`config.mk`:
```
export PLATFORM = sky130hd
export DESIGN_NAME = gray_seq_gen
export DESIGN_NICKNAME = d
export VERILOG_FILES = /design/src/rtl/gray_pkg.sv /design/src/rtl/gray_bin2gray.sv /design/src/rtl/gray_seq_gen.sv
export SDC_FILE = /design/constraint.sdc
export NUM_CORES = 1
export LEC_CHECK = 0
export ABC_AREA = 1
export CAP_MARGIN = 20
export CORE_MARGIN = 4
export CORE_UTILIZATION = 57
export DETAILED_ROUTE_END_ITERATION = 8
export PLACE_DENSITY_LB_ADDON = 0.1
export SETUP_SLACK_MARGIN = 0.05
export SLEW_MARGIN = 20
export SYNTH_ARGS = -nofsm -noshare
export SYNTH_HDL_FRONTEND = slang
export SYNTH_SLANG_ARGS = --single-unit
export TNS_END_PERCENT = 10
```
`constraint.sdc`:
```
create_clock -name clk -period 3.18 [get_ports clk]
set_input_delay 0.636 -clock clk [delete_from_list [all_inputs] [get_ports clk]]
set_output_delay 0.636 -clock clk [all_outputs]
set_load 0.02 [all_outputs]
```
`src/rtl/gray_pkg.sv`:
```
// rtl/gray_pkg.sv - shared state enum and binary-to-Gray helper for the Gray sequence generator
package gray_pkg;

  localparam int GRAY_MAX_W = 64;

  typedef enum logic {
    ST_IDLE   = 1'b0,
    ST_ACTIVE = 1'b1
  } gray_seq_state_e;

  function automatic logic [GRAY_MAX_W-1:0] bin2gray(input logic [GRAY_MAX_W-1:0] bin);
    return bin ^ (bin >> 1);
  endfunction

endpackage

```
`src/rtl/gray_bin2gray.sv`:
```
// rtl/gray_bin2gray.sv - combinational binary-to-Gray conversion of one WIDTH-bit word
module gray_bin2gray
  import gray_pkg::*;
#(
  parameter int WIDTH = 8
) (
  input  logic [WIDTH-1:0] i_bin,
  output logic [WIDTH-1:0] o_gray
);

  // Zero-extension keeps the top Gray bit equal to the top binary bit.
  assign o_gray = WIDTH'(bin2gray(GRAY_MAX_W'(i_bin)));

endmodule

```
`src/rtl/gray_seq_gen.sv`:
```
// rtl/gray_seq_gen.sv - up/down binary counter streaming registered Gray words with valid/ready handshake
module gray_seq_gen
  import gray_pkg::*;
#(
  parameter int WIDTH = 8
) (
  input  logic             clk,
  input  logic             rst,
  input  logic             en,
  input  logic             dir,
  input  logic             load,
  input  logic [WIDTH-1:0] load_val,
  input  logic             out_ready,
  output logic             out_valid,
  output logic [WIDTH-1:0] gray,
  output logic             wrap
);

  localparam logic [WIDTH-1:0] ONE = {{(WIDTH-1){1'b0}}, 1'b1};

  gray_seq_state_e  r_state;
  logic [WIDTH-1:0] r_cnt;
  logic [WIDTH-1:0] r_gray;
  logic             r_wrap;

  gray_seq_state_e  w_state_next;
  logic [WIDTH-1:0] w_cnt_next;
  logic [WIDTH-1:0] w_gray_next;
  logic             w_wrap_next;
  logic [WIDTH-1:0] w_step;
  logic             w_step_wraps;
  logic [WIDTH-1:0] w_bin_sel;
  logic [WIDTH-1:0] w_gray_conv;

  assign w_step       = dir ? (r_cnt - ONE) : (r_cnt + ONE);
  assign w_step_wraps = dir ? (r_cnt == '0) : (r_cnt == '1);

  // IDLE presents the current count; ACTIVE presents the count after this transfer's step.
  assign w_bin_sel = (r_state == ST_IDLE) ? r_cnt : w_step;

  gray_bin2gray #(
    .WIDTH(WIDTH)
  ) u_bin2gray (
    .i_bin (w_bin_sel),
    .o_gray(w_gray_conv)
  );

  always_ff @(posedge clk) begin
    if (rst) begin
      r_state <= ST_IDLE;
    end else begin
      r_state <= w_state_next;
    end
  end

  always_comb begin
    w_state_next = r_state;
    w_cnt_next   = r_cnt;
    w_gray_next  = r_gray;
    w_wrap_next  = r_wrap;
    if (load) begin
      w_state_next = ST_IDLE;
      w_cnt_next   = load_val;
      w_wrap_next  = 1'b0;
    end else begin
      case (r_state)
        ST_IDLE: begin
          if (en) begin
            w_state_next = ST_ACTIVE;
            w_gray_next  = w_gray_conv;
            w_wrap_next  = 1'b0;
          end
        end
        ST_ACTIVE: begin
          if (out_ready) begin
            w_cnt_next = w_step;
            if (en) begin
              w_gray_next = w_gray_conv;
              w_wrap_next = w_step_wraps;
            end else begin
              w_state_next = ST_IDLE;
              w_wrap_next  = 1'b0;
            end
          end
        end
        default: w_state_next = ST_IDLE;
      endcase
    end
  end

  always_ff @(posedge clk) begin
    if (rst) begin
      r_cnt  <= '0;
      r_gray <= '0;
      r_wrap <= 1'b0;
    end else begin
      r_cnt  <= w_cnt_next;
      r_gray <= w_gray_next;
      r_wrap <= w_wrap_next;
    end
  end

  assign out_valid = (r_state == ST_ACTIVE);
  assign gray      = r_gray;
  assign wrap      = r_wrap;

endmodule
```
== After elaboration in Yosys (flattened, before gate mapping) ==
Cells that the tools add are included.
Operators by class
  $add $sub $neg: 2
  eq/ne operators: 3
  multiplexer cells: 16
  bitwise logic cells: 3
  reduce and logical (&&, ||, !) cells: 7
Operator list (count)
  two-way mux 8 bit: 7
  case mux 8 bit (2 select lines): 1
  adder 8 x 1 -> 8 bit, second input constant: 1
  == test 8 bit, second input constant: 1
  logical NOT 8 bit: 1
  subtractor 8 x 1 -> 8 bit, second input constant: 1
  bitwise XOR 8 x 7 -> 8 bit: 1
  two-way mux 1 bit: 6
  AND reduction 2 bit: 3
  != test 2 bit, second input constant: 2
  case mux 1 bit (2 select lines): 2
  nonzero test 2 bit: 2
  NOT 1 bit: 2
  OR reduction 2 bit: 1
Word-level totals
  register bits: 18
  word-level logic and storage cells: 35

== Longest topological paths before layout ==
Gate-level depths: netlist of run 1.
  depth in word-level cells: 7
  depth in mapped cells: 13
  gate-level depth less buffers: 13

== By module ==
From an unflattened synthesis of run 1, not the netlist that was laid out.
Second synthesis, totals
  cells, all modules: 215
  area total of the unflattened synthesis: 1311.3 µm²
Modules (own cells, without submodules)
  gray_seq_gen: times used 1, cells an instance 185, area an instance 1194.9 µm²
  gray_bin2gray: times used 1, cells an instance 30, area an instance 116.4 µm²

== Worst setup path before layout of run 1 ==
No wires, ideal clock.
  kind: input -> register
  from: input port dir
  to: register r_gray[2], in the netlist gray[2]
  setup time: 0.116 ns
  arrival time: 1.841 ns
  required time: 3.064 ns
  slack: 1.223 ns
  stages: 10
  path buffers: 0
  cell sequence: fa_1 -> nand2_1 -> inv_1 -> or2_1 -> o21ai_2 -> inv_1 -> nand2_1 -> nand3_1 -> o211ai_1 -> inv_1
On the way
  cells in the longest elaborated chain, start to end: 6
Ends and longest elaborated chain
  start, declared: RTL line gray_seq_gen.sv:10  | input logic dir,
  two-way mux 8 bit (*): RTL line gray_seq_gen.sv:35  | assign w_step = dir ? (r_cnt - ONE) : (r_cnt + ONE);
  two-way mux 8 bit (*): RTL line gray_seq_gen.sv:39  | assign w_bin_sel = (r_state == ST_IDLE) ? r_cnt : w_step;
  bitwise XOR 8 x 7 -> 8 bit (*): RTL line gray_pkg.sv:12  | return bin ^ (bin >> 1);
  two-way mux 8 bit (*): RTL line gray_seq_gen.sv:68, gray_seq_gen.sv:77
  two-way mux 8 bit: RTL line gray_seq_gen.sv:75  | if (out_ready) begin
  case mux 8 bit (2 select lines) (*): RTL line gray_seq_gen.sv:66  | case (r_state)
  end signal, assigned: RTL line gray_seq_gen.sv:98  | r_gray <= w_gray_next;
  end, declared: RTL line gray_seq_gen.sv:23  | logic [WIDTH-1:0] r_gray;
Mark *: on every way between the ends. The rest lies on a longest branch, timed or not. The select of a mux whose other input is x is not followed.
A chain may end at the register's enable or synchronous reset.

== Worst setup path in the final report of run 1 ==
Ends and elaborated chain as after synthesis.

==> results.md, run 1 <==
* Crit-path cells: clkdlybuf4s50_1 > fa_1 > nand2_1 > inv_1 > or2_1 > o21ai_2 > inv_1 > nand2_1 > nand3_1 > o211ai_1 > inv_1
* CTS sink count at 18
* Die area at 3460 um2
* F_max at 0.404 GHz
* Slew Viols, Final at 0
* WL final at 3340 um
* Max VDD drop at 0.334 mV
* H-tree lvl count at 1
* Post-layout min period at 2.48 ns
* Largest net degree at the start of global routing at 18
* PostCTS Resize Cnt at 0
* DR WL/cell at 11.9 um
* Crit Path Max Fanout at 10
* Clock root cell: clkbuf_4
* DP HPWL at 2600 um
* GRT overflow at 0
* Die height at 58.8 um
* Row count at 18
* Hold depth at 2
* Synth warnings at 0
* Die Span X at 58.8 um
* GR Util All Layers at 0.216
* Worst EP arrival at 2.67 ns
* Endpoint class of the critical path: register
* CP Class: in2reg
* HP Class: reg2reg
* Final core utilization at 0.715
* Mapped Area at 1470 um2
* Drt pass-1 iters at 4
* Placed Cells at 276
* Max stage delay on crit path at 0.64 ns
* PwrDens at 344 nW/um2
* First-pass GRT wire length at 5790 um
* R2r setup slk at 1.32 ns
* Post-CTS Hold Buffers at 0
* CP max-delay cell: clkdlybuf4s50_1
* Worst R2R Path Depth at 10
* #FFs+latches synth at 18
* Iteration-0 DRC Markers at 39
* Final hold vios at 0
* WP buf/inv at 4
* Max Cap Violations at 0
* IO buf count at 23
* Num CTS Buffers at 3
* Post-Place Worst Slack at 0.398 ns
* Post-synth EDFFs at 0
* CTS clk-pin slew, worst paths at 0.10 ns
* DRC at 0
* Ys async rst share at 0
* Final non-filler cell total at 280
* Levels on crit path at 11
* Final setup vio count at 0
* CP dominant cell by count: inv_1
* Initial antenna violation count at 0
* GP Congestion at 0.817
* Crit start category: primary input
* Req. time, crit path at 3.37 ns
* Post-CTS Setup Repair Bufs at 0
* RSZ-0062 raised after global routing: false
* Synthesis-to-finish area growth at 20.3%
* Vias/cell at 5.34
* Syn Inst Count at 223
* Status: complete, no violations
* Core Area at 2480 um2
* Layout Nets at 272
* Worst-skew pair later-pin latency at 0.30 ns
* Slew at the pin with the worst max-slew slack at 0.592 ns
* Sequential area share after synthesis at 0.245
* Fillers at 223
* CTS tree: built
* Clk buf depth at 2
* Mean Syn Cell Area at 6.60 um2
* Relative slew slack at 0.604
* Leak pwr at 0.839 nW
* Starting Density at 0.594
* Final period util at 0.778
* Worst R2R End: gray[2]
* Number of diodes at 0
* Syn_nets at 244
* Cell family with most CP delay: buffers and inverters
* Layout Skew at 0.0187 ns
* TNS Setup at 0 ns
* Worst Hold End: gray[2]
* Number of global-route vias before repair at 1373
* Ports at 24
* Vias after detailed routing at 1495
* Layout cells sized above 1 at 0.148
* Worst reg2reg path startpoint: r_cnt[0]
* Synth Flop Type: dfxtp_1
* Synth unique cells at 34
* ANT nets after route at 0
* Final WS setup at 0.705 ns
* HP Start: gray[2]
## worst reg2reg max path, delay by kind of cell, from the launching register on
kind,cells,cell delay (ns)
adders and majority gates,1,0.45
and+or+nand+nor,4,0.46
AOI/OAI and AO/OA,2,0.25
buffers and inverters,3,0.15
DFF,1,0.44
## power breakdown
| part | total, mW | switching, mW | internal, mW |
|---|---|---|---|
| registers | 0.254 | 0.0150 | 0.239 |
| clock network | 0.147 | 0.0776 | 0.0697 |
| logic | 0.207 | 0.118 | 0.0887 |
## cells by family (layout without fill, tap and decap cells)
| group | after synthesis | after routing | synth area share |
|---|---|---|---|
| xor+xnor | 2 | 2 | 0.0119 |
| flops | 18 | 18 | 0.245 |
| buf+inv | 33 | 60 | 0.0995 |
| compound gates | 25 | 25 | 0.114 |
| simple gates | 138 | 138 | 0.465 |
| fa+ha+maj | 7 | 7 | 0.0646 |
## sequential cells by signal, summed over array words and instances (netlist names)
| name | cells |
|---|---|
| wrap | 1 |
| out_valid | 1 |
| r_cnt | 8 |
| gray | 8 |
## layer usage
metal / up-vias / global-route usage / part of all wire / wire length [um]
met3: 4 / 0.0285 / 0.048 / 161
met4: 0 / 0.0777 / 0.0090 / 30
met2: 38 / 0.371 / 0.48 / 1600
li1: 790 / - / - / -
met5: - / 0 / 0 / 0
met1: 663 / 0.275 / 0.46 / 1550
## cell type report
cell class | count | area [um2] | area share
Multi-Input combinational cell | 172 | 965 | 0.545
Sequential cell | 18 | 360 | 0.204
Timing Repair Buffer | 27 | 260 | 0.147
Inverter | 29 | 111 | 0.0629
Tap cell | 30 | 37.5 | 0.0212
Clock buffer | 4 | 36.3 | 0.0205
## cells in the mapped netlist, types with 3 or more instances
| master | n | area (um2) |
|---|---|---|
| o211ai_1 | 4 | 30.0 |
| nand3_1 | 27 | 135 |
| dfxtp_1 | 18 | 360 |
| o21ai_0 | 3 | 15.0 |
| nand3_2 | 3 | 30.0 |
| ha_1 | 6 | 75.1 |
| nor2_1 | 18 | 67.6 |
| nand2_1 | 67 | 251 |
| nand2_2 | 8 | 50.1 |
| a31oi_1 | 8 | 50.1 |
| a21oi_1 | 5 | 25.0 |
| inv_1 | 25 | 93.8 |
| inv_2 | 3 | 11.3 |
## stage by stage
step | area, um2 | hold slack, ns | power [mW]
2_1_floorplan | 1470 | 0.507 | 0.402
3_3_place_gp | 1730 | 0.484 | 0.464
3_5_place_dp | 1730 | 0.488 | 0.466
4_1_cts | 1770 | 0.514 | 0.612
5_1_grt | 1770 | 0.544 | 0.652
6_report | 1770 | 0.508 | 0.609
## how the worst max path moves through the flow
| stage | start | end | slack [ns] |
|---|---|---|---|
| 3_5_place_dp | dir | gray[2] | 0.40 |
| 5_1_grt | dir | gray[2] | 0.51 |
| 2_1_floorplan | dir | gray[2] | 1.22 |
| 3_3_place_gp | dir | gray[2] | 0.44 |
| 6_report | dir | gray[2] | 0.70 |
| 4_1_cts | dir | gray[2] | 0.71 |
## cells in the final DEF, fill, tap and decap left out, types with 3 or more instances in the layout
| master | Yosys | final |
|---|---|---|
| a21oi_1 | 5 | 5 |
| a31oi_1 | 8 | 8 |
| buf_4 | 0 | 4 |
| clkbuf_4 | 0 | 3 |
| clkdlybuf4s50_1 | 0 | 23 |
| dfxtp_1 | 18 | 18 |
| ha_1 | 6 | 6 |
| inv_1 | 25 | 25 |
| inv_2 | 3 | 3 |
| nand2_1 | 67 | 67 |
| nand2_2 | 8 | 8 |
| nand3_1 | 27 | 27 |
| nand3_2 | 3 | 3 |
| nor2_1 | 18 | 18 |
| o211ai_1 | 4 | 4 |
| o21ai_0 | 3 | 3 |
No activity file was read; power rests on OpenSTA's default activity.
==> run 2, diff against run 1 <==
CORE_UTILIZATION = 48   (was 57)
clock period = 2.2 ns   (was 3.18 ns; I/O delays follow)
==> results.md, run 2 (synthesized netlist as in run 1, its figures left out) <==
* Clk buf depth at 2
* Layout Nets at 287
* Die Span X at 63.4 um
* Clock root cell: clkbuf_4
* Highest routed layer: met4
* Ports at 24
* DR WL/cell at 12.3 um
* DP HPWL at 2830 um
* PwrDens at 492 nW/um2
* Post-layout min period at 1.90 ns
* Slew Viols, Final at 0
* Initial antenna violation count at 0
* Max VDD drop at 0.352 mV
* Fillers at 280
* Iteration-0 DRC Markers at 111
* Largest net degree at the start of global routing at 17
* Final non-filler cell total at 296
* Crit Path Max Fanout at 7
* Crit start category: primary input
* Most common cell after layout, fill and taps aside: nand2_1
* PostCTS Resize Cnt at 1
* Final WS setup at 0.305 ns
* TNS Setup at 0 ns
* CP Class: in2reg
* GP Congestion at 0.891
* Die height at 63.4 um
* Row count at 19
* GRT overflow at 0
* Power, Total at 0.927 mW
* GR Util All Layers at 0.199
* Final hold vios at 0
* Max Cap Violations at 0
* DRT met1 WL at 1610 um
* Num CTS Buffers at 3
* Commonest cells after routing, fill and taps aside: 67 x nand2_1, 27 x nand3_1, 25 x inv_1
* Met3 Routed Length at 266 um
* WL final at 3630 um
* First-pass GRT wire length at 6500 um
* HP Class: reg2reg
* Drt pass-1 iters at 4
* Leak pwr at 0.912 nW
* CTS tree: built
* Vias/cell at 5.14
* Number of global-route vias before repair at 1515
* Relative slew slack at 0.738
* Final setup vio count at 0
* Starting Density at 0.516
* F_max at 0.528 GHz
* Layout Skew at 0.0179 ns
* Endpoint class of the critical path: register
* Final period util at 0.862
* IO buf count at 23
* CTS sink count at 18
* CTS clk-pin slew, worst paths at 0.12 ns
* DRC at 0
* Status: complete, no violations
* Worst EP arrival at 2.13 ns
* H-tree lvl count at 1
* Post-CTS Hold Buffers at 0
* Synthesis-to-finish area growth at 28.0%
* Worst-skew pair later-pin latency at 0.31 ns
* Post-CTS Setup Repair Bufs at 0
* Number of diodes at 0
* Placed Cells at 292
* ANT nets after route at 0
* Req. time, crit path at 2.43 ns
* Die area at 4020 um2
* Core Area at 2850 um2
* Slew at the pin with the worst max-slew slack at 0.391 ns
* Vias after detailed routing at 1522
* RSZ-0062 raised after global routing: false
* WL met2 at 1700 um
* Layout cells sized above 1 at 0.196
* Post-Place Worst Slack at -0.304 ns
run 2: power by group:
group	internal [mW]	switching, mW
Combinational	0.160	0.182
Clock	0.101	0.116
Sequential	0.346	0.0217
run 2: path summary, 6_finish.rpt:
check	startpoint	to	slack [ns]	cells after the start
setup / recovery	dir	gray[5]	0.30	13
hold / removal	gray[0]	gray[0]	0.50	2
setup reg to reg	r_cnt[0]	gray[2]	0.37	10
hold reg to reg	gray[0]	gray[0]	0.50	2
run 2: final cells by class:
type | count | area (um2) | area share
Multi-Input combinational cell | 172 | 965 | 0.512
Timing Repair Buffer | 42 | 372 | 0.197
Sequential cell | 18 | 360 | 0.191
Inverter | 29 | 111 | 0.0591
Tap cell | 31 | 38.8 | 0.0206
Clock buffer | 4 | 36.3 | 0.0193
run 2: worst max-delay path: stages:
cell	delay (ns)
dlygate4sd2_1	0.33
buf_4	0.18
ha_1	0.34
nand2_1	0.09
nand2_1	0.10
inv_1	0.13
nand3_1	0.13
nand3_2	0.10
nand2_2	0.05
nand2_1	0.06
nand3_1	0.07
nand2_1	0.06
inv_1	0.03
run 2: routing by layer:
layer	GRT usage	vias to the layer above
met5	0	-
met4	0.0755	0
met3	0.0480	7
met2	0.331	47
met1	0.247	656
li1	-	812
run 2: per-stage QoR:
stage | util | instance area (um2) | hold slack [ns]
CTS | 0.660 | 1880 | 0.510
global route | 0.660 | 1880 | 0.548
finish | 0.660 | 1880 | 0.505
global placement | 0.648 | 1850 | 0.483
floorplan | - | 1470 | 0.507
detailed placement | 0.648 | 1850 | 0.483
==> run 3, diff against run 2 <==
MAX_ROUTING_LAYER = met4   (was unset)
==> results.md, run 3 (synthesized netlist as in run 1, its figures left out) <==
* Hold depth at 2
* Max stage delay on crit path at 0.34 ns
* Crit-path cells: dlygate4sd2_1 > buf_4 > ha_1 > nand2_1 > nand2_1 > inv_1 > nand3_1 > nand3_2 > nand2_2 > nand2_1 > nand3_1 > nand2_1 > inv_1
* CTS tree: built
* GR Util All Layers at 0.205
* Commonest cells after routing, fill and taps aside: 67 x nand2_1, 27 x nand3_1, 25 x inv_1
* Row count at 19
* Max VDD drop at 0.353 mV
* Crit Path Max Fanout at 7
* Post-CTS Setup Repair Bufs at 0
* Die height at 63.4 um
* Starting Density at 0.516
* CP Class: in2reg
* Worst EP arrival at 2.13 ns
* Number of diodes at 0
* Clock root cell: clkbuf_4
* Layout Nets at 287
* First-pass GRT wire length at 6520 um
* Clk pwr share at 0.234
* Layout cells sized above 1 at 0.196
* Sw power at 0.319 mW
* Most common cell after layout, fill and taps aside: nand2_1
* TNS Setup at 0 ns
* Drt pass-1 iters at 4
* Number of global-route vias before repair at 1513
* CP dominant cell by count: nand2_1
* Post-CTS Hold Buffers at 0
* H-tree lvl count at 1
* Req. time, crit path at 2.43 ns
* Final period util at 0.861
* CTS clk-pin slew, worst paths at 0.12 ns
* R2r setup slk at 0.37 ns
* PwrDens at 492 nW/um2
* Post-layout min period at 1.89 ns
* Worst R2R End: gray[2]
* Worst-skew pair later-pin latency at 0.31 ns
* Ports at 24
* Seq pwr share at 0.398
* Vias/cell at 5.16
* F_max at 0.528 GHz
* Iteration-0 DRC Markers at 100
* CTS sink count at 18
* Combinational power share at 0.369
* Leak pwr at 0.912 nW
* Slew Viols, Final at 0
* Slew at the pin with the worst max-slew slack at 0.394 ns
* DP HPWL at 2830 um
* Final WS setup at 0.305 ns
* DR WL/cell at 12.3 um
* WP buf/inv at 4
* GRT overflow at 0
* GP Congestion at 0.906
* Final setup vio count at 0
* Worst Hold End: gray[0]
* Core Area at 2850 um2
* IO buf count at 23
* Relative slew slack at 0.737
* CP max-delay cell: ha_1
* Die Span X at 63.4 um
* Clk buf depth at 2
* Design Area, Final at 1880 um2
* DRC at 0
* Layout Skew at 0.0161 ns
* Vias after detailed routing at 1527
* Num CTS Buffers at 3
* Synthesis-to-finish area growth at 28.0%
* Endpoint class of the critical path: register
* Crit start category: primary input
* Switch share at 0.344
* HP Start: gray[0]
* Status: complete, no violations
* Largest net degree at the start of global routing at 17
* Post-Place Worst Slack at -0.304 ns
* HP Class: reg2reg
* Cell family with most CP delay: simple AND/OR/NAND/NOR gates
* DP Area at 1850 um2
* Worst R2R Path Depth at 10
* Worst reg2reg path startpoint: r_cnt[0]
* WL final at 3650 um
* ANT nets after route at 0
* Final hold vios at 0
* Initial antenna violation count at 0
* Die area at 4020 um2
* Fillers at 280
* Max Cap Violations at 0
* Final hold slack at 0.505 ns
* RSZ-0062 raised after global routing: false
* Pint at 0.607 mW
==> run 3: cell counts in the layout (fill, tap and decap cells not counted) <==
Identical to the previous run, type by type.
==> run 3: metal layers <==
| layer | part of all wire | up-vias | track usage |
|---|---|---|---|
| met3 | 0.064 | 9 | 0.0480 |
| met2 | 0.47 | 45 | 0.330 |
| li1 | - | 813 | - |
| met1 | 0.45 | 660 | 0.250 |
| met5 | 0 | - | - |
| met4 | 0.016 | 0 | 0.0755 |
==> run 3: worst max path at each step <==
stage | startpoint | endpoint | cells past startpoint
finish | dir | gray[5] | 13
detailed placement | dir | gray[2] | 11
floorplan | dir | gray[2] | 10
CTS | dir | gray[2] | 11
global route | dir | gray[5] | 14
global placement | dir | gray[6] | 13
==> run 3: stage by stage <==
stage                      util  instances  total power [mW]
final                     0.660        296             0.926
after global routing      0.660        296             0.992
after CTS                 0.660        296             0.934
after detailed placement  0.648        292             0.715
after global placement    0.648        292             0.712
after floorplan               -        223             0.582
==> run 3: final cells by class <==
cell class	instances	area, um2	share of cell area
multi-input combinational	172	965	0.512
timing repair buffer	42	372	0.197
sequential	18	360	0.191
inverter	29	111	0.0591
tap	31	38.8	0.0206
clock buffer	4	36.3	0.0193
==> run 3: tightest hold or removal path: stages, from the launching register on <==
cell and delay [ns]:
dfxtp_1 0.34, o211ai_1 0.09, inv_1 0.05
==> run 3: what timing repair did <==
item                                    in CTS  in global routing
endpoints found under the hold margin        0                  0
endpoints found under the setup margin       1                  0
gates resized for setup                      1                  0
==> run 3: power groups by stage <==
stage	logic, mW	registers, mW	clock network [mW]
after detailed placement	0.340	0.375	0
after global placement	0.338	0.375	0
after global routing	0.379	0.372	0.241
after floorplan	0.197	0.384	0
after CTS	0.342	0.368	0.224
final	0.341	0.368	0.216
